<file path="config.mk">
export PLATFORM = sky130hd
export DESIGN_NAME = pos_ring_node_ctrl
export DESIGN_NICKNAME = d
export VERILOG_FILES = /design/src/rtl/MD_pkg.sv /design/src/rtl/pos_ring_inject_fifo.sv /design/src/rtl/pos_ring_node_ctrl.sv
export SDC_FILE = /design/constraint.sdc
export NUM_CORES = 1
export LEC_CHECK = 0
export CAP_MARGIN = 20
export CELL_PAD_IN_SITES_DETAIL_PLACEMENT = 0
export CELL_PAD_IN_SITES_GLOBAL_PLACEMENT = 1
export CORE_ASPECT_RATIO = 2
export CORE_MARGIN = 10
export CORE_UTILIZATION = 45
export CTS_CLUSTER_DIAMETER = 40
export DETAILED_ROUTE_END_ITERATION = 10
export PLACE_DENSITY_LB_ADDON = 0.25
export SYNTH_ARGS = -nofsm -noshare
export SYNTH_HDL_FRONTEND = slang
export SYNTH_HIERARCHICAL = 1
export SYNTH_SLANG_ARGS = --single-unit
</file>
<file path="constraint.sdc">
create_clock -name clk -period 8 [get_ports clk]
set_clock_uncertainty 0.15 [all_clocks]
set_input_delay 1.6 -clock clk [delete_from_list [all_inputs] [get_ports clk]]
set_output_delay 1.6 -clock clk [all_outputs]
set_load 0.01 [all_outputs]
</file>
<file path="src/rtl/MD_pkg.sv">
// Shared types for the position input ring: cell ID width, ring packet
// layout and the forward/inject arbitration states.
package MD_pkg;

    localparam int GLOBAL_CELL_ID_WIDTH = 3;
    localparam int POS_PAYLOAD_WIDTH    = 96;

    typedef struct packed {
        logic [3*GLOBAL_CELL_ID_WIDTH-1:0] gcid;
        logic [POS_PAYLOAD_WIDTH-1:0]      data;
    } pos_ring_pkt_t;

    typedef enum logic {
        RING_PRI = 1'b0,
        INJ_PRI  = 1'b1
    } pos_ring_arb_state_t;

endpackage

</file>
<file path="src/rtl/pos_ring_inject_fifo.sv">
// Synchronous FIFO buffering locally generated ring packets. The full flag
// is registered so the inject ready seen upstream comes straight from a flop.
module pos_ring_inject_fifo
    import MD_pkg::*;
#(
    parameter int  DEPTH = 8,
    parameter type pkt_t = pos_ring_pkt_t
) (
    input  logic clk,
    input  logic rst,
    input  logic wr_en,
    input  pkt_t wr_pkt,
    input  logic rd_en,
    output pkt_t rd_pkt,
    output logic empty,
    output logic full
);

    localparam int AW = $clog2(DEPTH);

    pkt_t          mem [DEPTH];
    logic [AW:0]   wr_ptr;
    logic [AW:0]   rd_ptr;
    logic [AW:0]   cnt_nxt;
    logic          wr_fire;
    logic          rd_fire;

    assign wr_fire = wr_en && !full;
    assign rd_fire = rd_en && !empty;
    assign empty   = (wr_ptr == rd_ptr);
    assign rd_pkt  = mem[rd_ptr[AW-1:0]];
    assign cnt_nxt = (wr_ptr - rd_ptr) + {{AW{1'b0}}, wr_fire} - {{AW{1'b0}}, rd_fire};

    always_ff @(posedge clk or posedge rst) begin
        if (rst) begin
            wr_ptr <= '0;
            rd_ptr <= '0;
            full   <= 1'b0;
        end else begin
            if (wr_fire) wr_ptr <= wr_ptr + 1'b1;
            if (rd_fire) rd_ptr <= rd_ptr + 1'b1;
            full <= (cnt_nxt == (AW+1)'(DEPTH));
        end
    end

    // Storage carries no reset; only the pointers define what is valid.
    always_ff @(posedge clk) begin
        if (wr_fire) mem[wr_ptr[AW-1:0]] <= wr_pkt;
    end

endmodule

</file>
<file path="src/rtl/pos_ring_node_ctrl.sv">
// Position-ring node: ejects packets addressed to local cells and merges local
// injects into the forward slot. Define POS_RING_STATS_EN for traffic counters.
module pos_ring_node_ctrl
    import MD_pkg::*;
#(
    parameter int NUM_TARGETS = 1,
    parameter logic [GLOBAL_CELL_ID_WIDTH-1:0] GCELL_X [NUM_TARGETS] = '{3'h1},
    parameter logic [GLOBAL_CELL_ID_WIDTH-1:0] GCELL_Y [NUM_TARGETS] = '{3'h1},
    parameter logic [GLOBAL_CELL_ID_WIDTH-1:0] GCELL_Z [NUM_TARGETS] = '{3'h1},
    parameter int PAYLOAD_WIDTH = 96,
    parameter int FIFO_DEPTH    = 8,
    parameter int STARVE_LIMIT  = 4
) (
    input  logic                              clk,
    input  logic                              rst,
    input  logic                              i_ring_valid,
    input  logic [3*GLOBAL_CELL_ID_WIDTH-1:0] i_ring_gcid,
    input  logic [PAYLOAD_WIDTH-1:0]          i_ring_data,
    output logic                              o_ring_ready,
    output logic                              o_ring_valid,
    output logic [3*GLOBAL_CELL_ID_WIDTH-1:0] o_ring_gcid,
    output logic [PAYLOAD_WIDTH-1:0]          o_ring_data,
    input  logic                              i_ring_ready,
    input  logic                              i_inj_valid,
    input  logic [3*GLOBAL_CELL_ID_WIDTH-1:0] i_inj_gcid,
    input  logic [PAYLOAD_WIDTH-1:0]          i_inj_data,
    output logic                              o_inj_ready,
    output logic                              o_local_valid,
    output logic [3*GLOBAL_CELL_ID_WIDTH-1:0] o_local_gcid,
    output logic [PAYLOAD_WIDTH-1:0]          o_local_data,
    input  logic                              i_local_ready
`ifdef POS_RING_STATS_EN
    ,
    output logic [31:0]                       o_fwd_cnt,
    output logic [31:0]                       o_ej_cnt,
    output logic [31:0]                       o_inj_cnt,
    output logic [31:0]                       o_starve_cnt
`endif
);

    localparam int GCID_W = 3*GLOBAL_CELL_ID_WIDTH;
    localparam int SW     = $clog2(STARVE_LIMIT + 1);

    typedef struct packed {
        logic [GCID_W-1:0]        gcid;
        logic [PAYLOAD_WIDTH-1:0] data;
    } node_pkt_t;

    pos_ring_arb_state_t state, state_nxt;
    logic [SW-1:0]       starve_cnt, starve_nxt;
    node_pkt_t           inj_head, fwd_sel;
    logic                fifo_empty, fifo_full;
    logic                hit, ej_free, fwd_free;
    logic                ring_load, inj_load, ej_load;
    logic                fwd_vld_p1, ej_vld_p1;
    node_pkt_t           fwd_pkt_p1, ej_pkt_p1;

    pos_ring_inject_fifo #(
        .DEPTH (FIFO_DEPTH),
        .pkt_t (node_pkt_t)
    ) u_inj_fifo (
        .clk    (clk),
        .rst    (rst),
        .wr_en  (i_inj_valid),
        .wr_pkt ({i_inj_gcid, i_inj_data}),
        .rd_en  (inj_load),
        .rd_pkt (inj_head),
        .empty  (fifo_empty),
        .full   (fifo_full)
    );

    always_comb begin
        hit = 1'b0;
        for (int k = 0; k < NUM_TARGETS; k++) begin
            if (i_ring_gcid == {GCELL_Z[k], GCELL_Y[k], GCELL_X[k]}) hit = 1'b1;
        end
    end

    assign ej_free     = !ej_vld_p1 || i_local_ready;
    assign fwd_free    = !fwd_vld_p1 || i_ring_ready;
    assign ej_load     = i_ring_valid && hit && ej_free;
    assign o_inj_ready = !fifo_full;

    // Hit packets only see the eject slot; non-hit packets only the forward slot.
    assign o_ring_ready = hit ? ej_free : (state == RING_PRI) && fwd_free;
    assign ring_load    = i_ring_valid && !hit && o_ring_ready;

    always_comb begin
        state_nxt  = state;
        starve_nxt = starve_cnt;
        inj_load   = 1'b0;
        case (state)
            RING_PRI: begin
                if (ring_load) begin
                    if (!fifo_empty) begin
                        starve_nxt = starve_cnt + 1'b1;
                        if (starve_nxt == SW'(STARVE_LIMIT)) state_nxt = INJ_PRI;
                    end
                end else if (fwd_free && !fifo_empty) begin
                    inj_load   = 1'b1;
                    starve_nxt = '0;
                end
            end
            INJ_PRI: begin
                if (fifo_empty) begin
                    state_nxt  = RING_PRI;
                    starve_nxt = '0;
                end else if (fwd_free) begin
                    inj_load   = 1'b1;
                    state_nxt  = RING_PRI;
                    starve_nxt = '0;
                end
            end
            default: begin
                state_nxt  = RING_PRI;
                starve_nxt = '0;
            end
        endcase
    end

    assign fwd_sel = ring_load ? node_pkt_t'({i_ring_gcid, i_ring_data}) : inj_head;

    // Stage p1: forward and eject output registers
    always_ff @(posedge clk or posedge rst) begin
        if (rst) begin
            state      <= RING_PRI;
            starve_cnt <= '0;
            fwd_vld_p1 <= 1'b0;
            fwd_pkt_p1 <= '0;
            ej_vld_p1  <= 1'b0;
            ej_pkt_p1  <= '0;
        end else begin
            state      <= state_nxt;
            starve_cnt <= starve_nxt;
            if (ring_load || inj_load) begin
                fwd_vld_p1 <= 1'b1;
                fwd_pkt_p1 <= fwd_sel;
            end else if (i_ring_ready) begin
                fwd_vld_p1 <= 1'b0;
            end
            if (ej_load) begin
                ej_vld_p1 <= 1'b1;
                ej_pkt_p1 <= {i_ring_gcid, i_ring_data};
            end else if (i_local_ready) begin
                ej_vld_p1 <= 1'b0;
            end
        end
    end

    assign o_ring_valid  = fwd_vld_p1;
    assign o_ring_gcid   = fwd_pkt_p1.gcid;
    assign o_ring_data   = fwd_pkt_p1.data;
    assign o_local_valid = ej_vld_p1;
    assign o_local_gcid  = ej_pkt_p1.gcid;
    assign o_local_data  = ej_pkt_p1.data;

`ifdef POS_RING_STATS_EN
    function automatic logic [31:0] sat_inc(input logic [31:0] v, input logic en);
        return (en && (v != 32'hFFFF_FFFF)) ? v + 32'd1 : v;
    endfunction

    always_ff @(posedge clk or posedge rst) begin
        if (rst) begin
            o_fwd_cnt    <= '0;
            o_ej_cnt     <= '0;
            o_inj_cnt    <= '0;
            o_starve_cnt <= '0;
        end else begin
            o_fwd_cnt    <= sat_inc(o_fwd_cnt, fwd_vld_p1 && i_ring_ready);
            o_ej_cnt     <= sat_inc(o_ej_cnt, ej_vld_p1 && i_local_ready);
            o_inj_cnt    <= sat_inc(o_inj_cnt, inj_load);
            o_starve_cnt <= sat_inc(o_starve_cnt, (state == RING_PRI) && (state_nxt == INJ_PRI));
        end
    end
`endif

endmodule

</file>
Word-level counts from Yosys, hierarchy flattened

Memories as Yosys holds them, arrays and structs flattened.
Cells that the tools add are included.
Widths: inputs -> output; s select.

Word-level logic and storage cells: 71
Memories: 1
Memory bits (writable): 840
Register bits after elaboration: 225

Memories:

| name           | depth | width | rd ports | clocked after memory_dff | wr ports | line                       | RTL |
|---|---|---|---|---|---|---|---|
| u_inj_fifo.mem | 8     | 105   | 1        | 0                        | 1        | pos_ring_inject_fifo.sv:21 | `pkt_t mem [DEPTH];` |

Reduce and logical (&&, ||, !) cells: 19
$add $sub $neg: 6
Multiplexer cells: 26
Bitwise gates (word level): 1
Equality and inequality tests: 7

Operator list:

| operator            | number |
|---|---|
| $mux 105            | 1 |
| $mux 1              | 17 |
| $mux 3              | 5 |
| $eq 9x7->1 const B  | 1 |
| $add 4x1->4 const B | 2 |
| $logic_and 1x1->1   | 8 |
| $pmux 3 s2          | 1 |
| $logic_not 1->1     | 5 |
| $add 4x1->4         | 1 |
| $eq 4x4->1          | 1 |
| $eq 4x4->1 const B  | 1 |
| $pmux 1 s2          | 2 |
| $reduce_bool 2->1   | 2 |
| $sub 4x1->4         | 1 |
| $sub 4x4->4         | 1 |
| $add 3x1->3 const B | 1 |
| $eq 3x3->1 const B  | 1 |
| $logic_or 1x1->1    | 3 |
| $ne 3x1->1 const B  | 1 |
| $ne 3x2->1 const B  | 1 |
| $ne 3x3->1 const B  | 1 |
| $reduce_and 3->1    | 1 |
| $not 1->1           | 1 |

Depth between registers and ports, before layout

Depth after elaboration: 10
Depth in mapped cells: 16

By module

The synthesis kept the hierarchy.

By module, submodules not included:

| module               | area each (um2) | cells each | instances | sequential area each (um2) |
|---|---|---|---|---|
| pos_ring_inject_fifo | 32408.6         | 1282       | 1         | 25449.4 |
| pos_ring_node_ctrl   | 9322.7          | 599        | 1         | 5405.2 |

Worst setup path after synthesis

No wires, ideal clock.

Path type: input -> register
Start: input i_inj_valid
End: memory u_inj_fifo/mem[0][0] (netlist name), enable pin
Library setup time: 0.697 ns
Stages: 3
Data arrival time: 9.156 ns
Slack: -2.003 ns
Data required time: 7.153 ns
Path buffers: 0
Cell sequence: nor2b_1 -> nand2b_1 -> nor3_1

Cells in the longest elaborated chain, start to end: 3

Ends and longest elaborated chain:

| item                         | line                       | RTL |
|---|---|---|
| start, declared              | pos_ring_node_ctrl.sv:24   | `input logic i_inj_valid,` |
| $logic_and 1x1->1            | pos_ring_inject_fifo.sv:28 | `assign wr_fire = wr_en && !full;` |
| $mux 1                       | pos_ring_inject_fifo.sv:48 | `if (wr_fire) mem[wr_ptr[AW-1:0]] <= wr_pkt;` |
| $mux 1 (not written as such) | pos_ring_inject_fifo.sv:48 |  |
| end, declared                | pos_ring_inject_fifo.sv:21 |  |

Every way passes these cells.

Final worst setup path

Start: input i_ring_gcid[1]
End: output o_ring_ready

Cells in the longest elaborated chain, start to end: 3

Ends and longest elaborated chain:

| item            | line                     | RTL |
|---|---|---|
| start, declared | pos_ring_node_ctrl.sv:17 | `input logic [3*GLOBAL_CELL_ID_WIDTH-1:0] i_ring_gcid,` |
| $eq 9x7->1      | pos_ring_node_ctrl.sv:75 | `if (i_ring_gcid == {GCELL_Z[k], GCELL_Y[k], GCELL_X[k]}) hit = 1'b1;` |
| $mux 1          | pos_ring_node_ctrl.sv:75 |  |
| $mux 1          | pos_ring_node_ctrl.sv:85 | `assign o_ring_ready = hit ? ej_free : (state == RING_PRI) && fwd_free;` |
| end, declared   | pos_ring_node_ctrl.sv:19 | `output logic o_ring_ready,` |

Every way passes these cells.

==> run_results.csv <==
group,metric,value,unit
sta,rsz0062_at_grt,"no",
floorplan,placement_rows,158,
critical_path,timing.critical_path.mode_cell,"sky130_fd_sc_hd__clkdlybuf4s50_1",
critical_path,critPathCaptureType,"output port",
clock_network,tritoncts.num_buffers,101,
pwr,p_total,17.4,mW
critical_path,cp.depth,5,
synthesis,yosys_most_used_dff,"sky130_fd_sc_hd__edfxtp_1",
detailed_routing,route.final.wire_length,91.3,mm
sta,hold_viol,0,
synthesis,synth_enable_flop_cells,840,
detailed_routing,drt-vias-per-instance,5.44,
final_layout,layout.filler_cells,7140,
critical_path,required_time_of_the_critical_path,6250,ps
critical_path,path_max_fanout,6,
detailed_routing,detail_route.wl_per_cell,25.1,um
detailed_routing,detail_route.iter0.violations,1231,
floorplan,die_height,451,um
sta,max_freq,0.178,GHz
final_layout,layout_commonest_cell,"sky130_fd_sc_hd__edfxtp_1",
clock_network,cts_tree,"yes",
grt,pin_count_of_the_biggest_net_entering_global_routing,142,
sta,setup_violations,0,
floorplan,floorplan.die.width,235,um
final_layout,drive_above_1_share,0.323,
clock_network,h-tree-depth,3,
detailed_routing,number_of_detailed_route_iterations_in_the_first_pass,5,
synthesis,syn_area,41700,um^2
placed_design,place.port_buffers,429,
min_path,hold_path_depth,1,
final_layout,layout.area.seq,30900,um^2
critical_path,reg2reg_slack,3440,ps
pwr,total_leakage_power,17.6,nW
placed_design,detailed_place.area,47300,um^2
outcome,run_status,"completed",
sta,worst_slew_pin_slew,995,ps
final_layout,final_area,50500,um^2
clock_network,insertion_delay,700,ps
sta,slew-limit-headroom,0.337,
clock_network,cts_root_buf,"sky130_fd_sc_hd__clkbuf_16",
placed_design,post-dp-hpwl,52.5,mm
final_layout,mostFrequentLayoutCells,"840 x sky130_fd_sc_hd__edfxtp_1, 429 x sky130_fd_sc_hd__clkdlybuf4s50_1, 325 x sky130_fd_sc_hd__mux2_2",
grt,globalRouteTotalUtil,0.172,
sta,setup-tns-final,0,ps
critical_path,worstPathCellList,"clkdlybuf4s50_1, nor2_1, nand4_2, o21ai_0, clkdlybuf4s50_1",
job,max-cap-violations,0,
clock_network,clock_sink_count,1065,
floorplan,initial_core_util,0.452,
synthesis,postSynth.asyncResetShare,0.211,
floorplan,die_area,106000,um^2
final_layout,fin_nets,2578,
floorplan,core,92300,um^2
critical_path,crit_path_top_delay_cell,"sky130_fd_sc_hd__clkdlybuf4s50_1",
grt,overall_overflow_remaining_after_global_route,0,
clock_network,cts_buffer_depth,3,
final_layout,postLayoutCoreUtil,0.548,
clock_network,postcts_resize_cnt,0,
clock_network,clock_slew_seen_by_the_registers_of_the_worst_setup_and_hold_paths,60,ps
critical_path,path_class,"primary input to output port",
synthesis,postSynthNetCount,2107,
critical_path,timing.critical_path.buf_inv,2,
critical_path,worst-r2r-cell-count,13,
placed_design,gpl.final_weighted_congestion,0.719,
detailed_routing,drt_drc_violations_left,0,
grt,number_of_global_route_vias_before_repair,21475,
pwr,power_density,345,nW/um^2
clock_network,post-cts-setup-buffer-count,0,
placed_design,place_inst,3448,
grt,wire_length_of_the_first_global_routing_pass,140,mm
final_layout,finalNonFillerCells,3643,
synthesis,post_synth_num_cell_types,44,
critical_path,start_kind,"primary input",
critical_path,worst_path_dominant_cell_family,"buffers and inverters",
critical_path,critical_path_arrival,3860,ps
detailed_routing,ant_nets,0,
grt,antenna_found_initial,22,
final_layout,area_of_the_multi_input_gates,10300,um^2
synthesis,synthesis.instances,1881,
synthesis,seq_area_frac_synth,0.739,
min_path,hold_path_class,"register to register",
sta,finalMaxSlewViolations,0,
synthesis,postSynthRegisterBits,1065,
pwr,power.ir.vdd_worst,0.318,mV
synthesis,synth.yosys.warnings,6,
final_layout,area.growth.synth_to_final,21.1,%
sta,timing.final.crit_share,0.702,
detailed_routing,routed-via-count,19807,
floorplan,ios,430,
clock_network,cts_hold_buf,0,
sta,fin_crit,5610,ps
synthesis,post_synth.cell_area_avg,22.2,um^2
critical_path,critical-path-max-stage-delay,610,ps
registers in the layout, indices dropped and copies added, names as in the netlist, 3 cells and up:
| name | flops |
|---|---|
| o_local_data | 96 |
| starve_cnt | 3 |
| u_inj_fifo/rd_ptr | 4 |
| o_ring_gcid | 9 |
| o_ring_data | 96 |
| u_inj_fifo/mem | 840 |
| o_local_gcid | 9 |
| u_inj_fifo/wr_ptr | 4 |
report_power, final:
group | total, mW | internal (mW) | switching (mW)
sequential | 7.42 | 6.96 | 0.462
clock | 4.67 | 2.58 | 2.09
combinational | 5.35 | 2.99 | 2.36
synthesized netlist by cell type, types with 2 or more instances:
library cell               count  area [um^2]
sky130_fd_sc_hd__ha_1          7         87.6
sky130_fd_sc_hd__dfrtp_1     225         5630
sky130_fd_sc_hd__o211ai_1      2         15.0
sky130_fd_sc_hd__buf_2        44          220
sky130_fd_sc_hd__nor3_1        3         15.0
sky130_fd_sc_hd__mux2_1       50          563
sky130_fd_sc_hd__inv_1        12         45.0
sky130_fd_sc_hd__nor2b_1       9         56.3
sky130_fd_sc_hd__nor2_1       11         41.3
sky130_fd_sc_hd__or4_1         2         15.0
sky130_fd_sc_hd__clkbuf_1     16         60.1
sky130_fd_sc_hd__buf_8         7          105
sky130_fd_sc_hd__buf_12        4         80.1
sky130_fd_sc_hd__xor2_1        5         43.8
sky130_fd_sc_hd__o21ai_0       5         25.0
sky130_fd_sc_hd__or2_2         4         25.0
sky130_fd_sc_hd__mux2_2      325         3660
sky130_fd_sc_hd__mux2_4       38          571
sky130_fd_sc_hd__buf_6        14          158
sky130_fd_sc_hd__fa_1          3         60.1
sky130_fd_sc_hd__xnor2_1       2         17.5
sky130_fd_sc_hd__buf_1         8         30.0
sky130_fd_sc_hd__edfxtp_1    840        25200
sky130_fd_sc_hd__nand3_1       3         15.0
sky130_fd_sc_hd__nand2b_1      4         25.0
sky130_fd_sc_hd__mux4_2      210         4730
sky130_fd_sc_hd__nand2_1      10         37.5
sky130_fd_sc_hd__nand3b_1      2         15.0
cells by family after synthesis:
logic type / Yosys count / share of synthesized area
adders and majority gates: 10 / 0.00354
AOI/OAI and AO/OA: 11 / 0.00192
xor gates and xnor gates: 8 / 0.00204
and+or+nand+nor: 56 / 0.00768
DFF: 1065 / 0.739
buffers and inverters: 107 / 0.0170
muxes: 624 / 0.228
worst register-to-register path, delay by kind of cell, from the launching register on:
kind            cells  cell delay (ps)
compound gates      1              130
xor+xnor            2              770
fa+ha+maj           4             1520
buf+inv             1              190
flops               1             1010
simple gates        5              660
path summary, 6_finish.rpt:
path | end | startpoint
max | o_ring_ready | i_ring_gcid[1]
min | o_local_gcid[3] | o_local_gcid[3]
max reg2reg | u_inj_fifo/full | u_inj_fifo/rd_ptr[0]
min reg2reg | o_local_gcid[3] | o_local_gcid[3]
max in group asynchronous | o_ring_data[53] | rst
min in group asynchronous | o_ring_gcid[5] | rst
area by class of cell:
type	count	area share
Clock buffer	110	0.0509
Tap cell	1200	0.0297
Timing Repair Buffer	463	0.0912
Clock inverter	78	0.0133
Antenna cell	6	0.000297
Sequential cell	1065	0.611
Multi-Input combinational cell	709	0.203
Inverter	12	0.00104
routing by layer:
layer	up-vias	track usage	share of wire
met5	-	0	0.0025
met3	133	0.0604	0.083
met1	10438	0.240	0.45
met2	603	0.257	0.45
met4	36	0.0405	0.015
li1	8597	-	-
per-stage QoR:
stage / hold slack (ps) / setup slack (ps)
after CTS: 324 / 2320
final: 320 / 2390
after global placement: 302 / 2130
after floorplan: 299 / 342
after detailed placement: 310 / 2050
after global routing: 340 / 2330
Power figures use the tool's default switching activity.
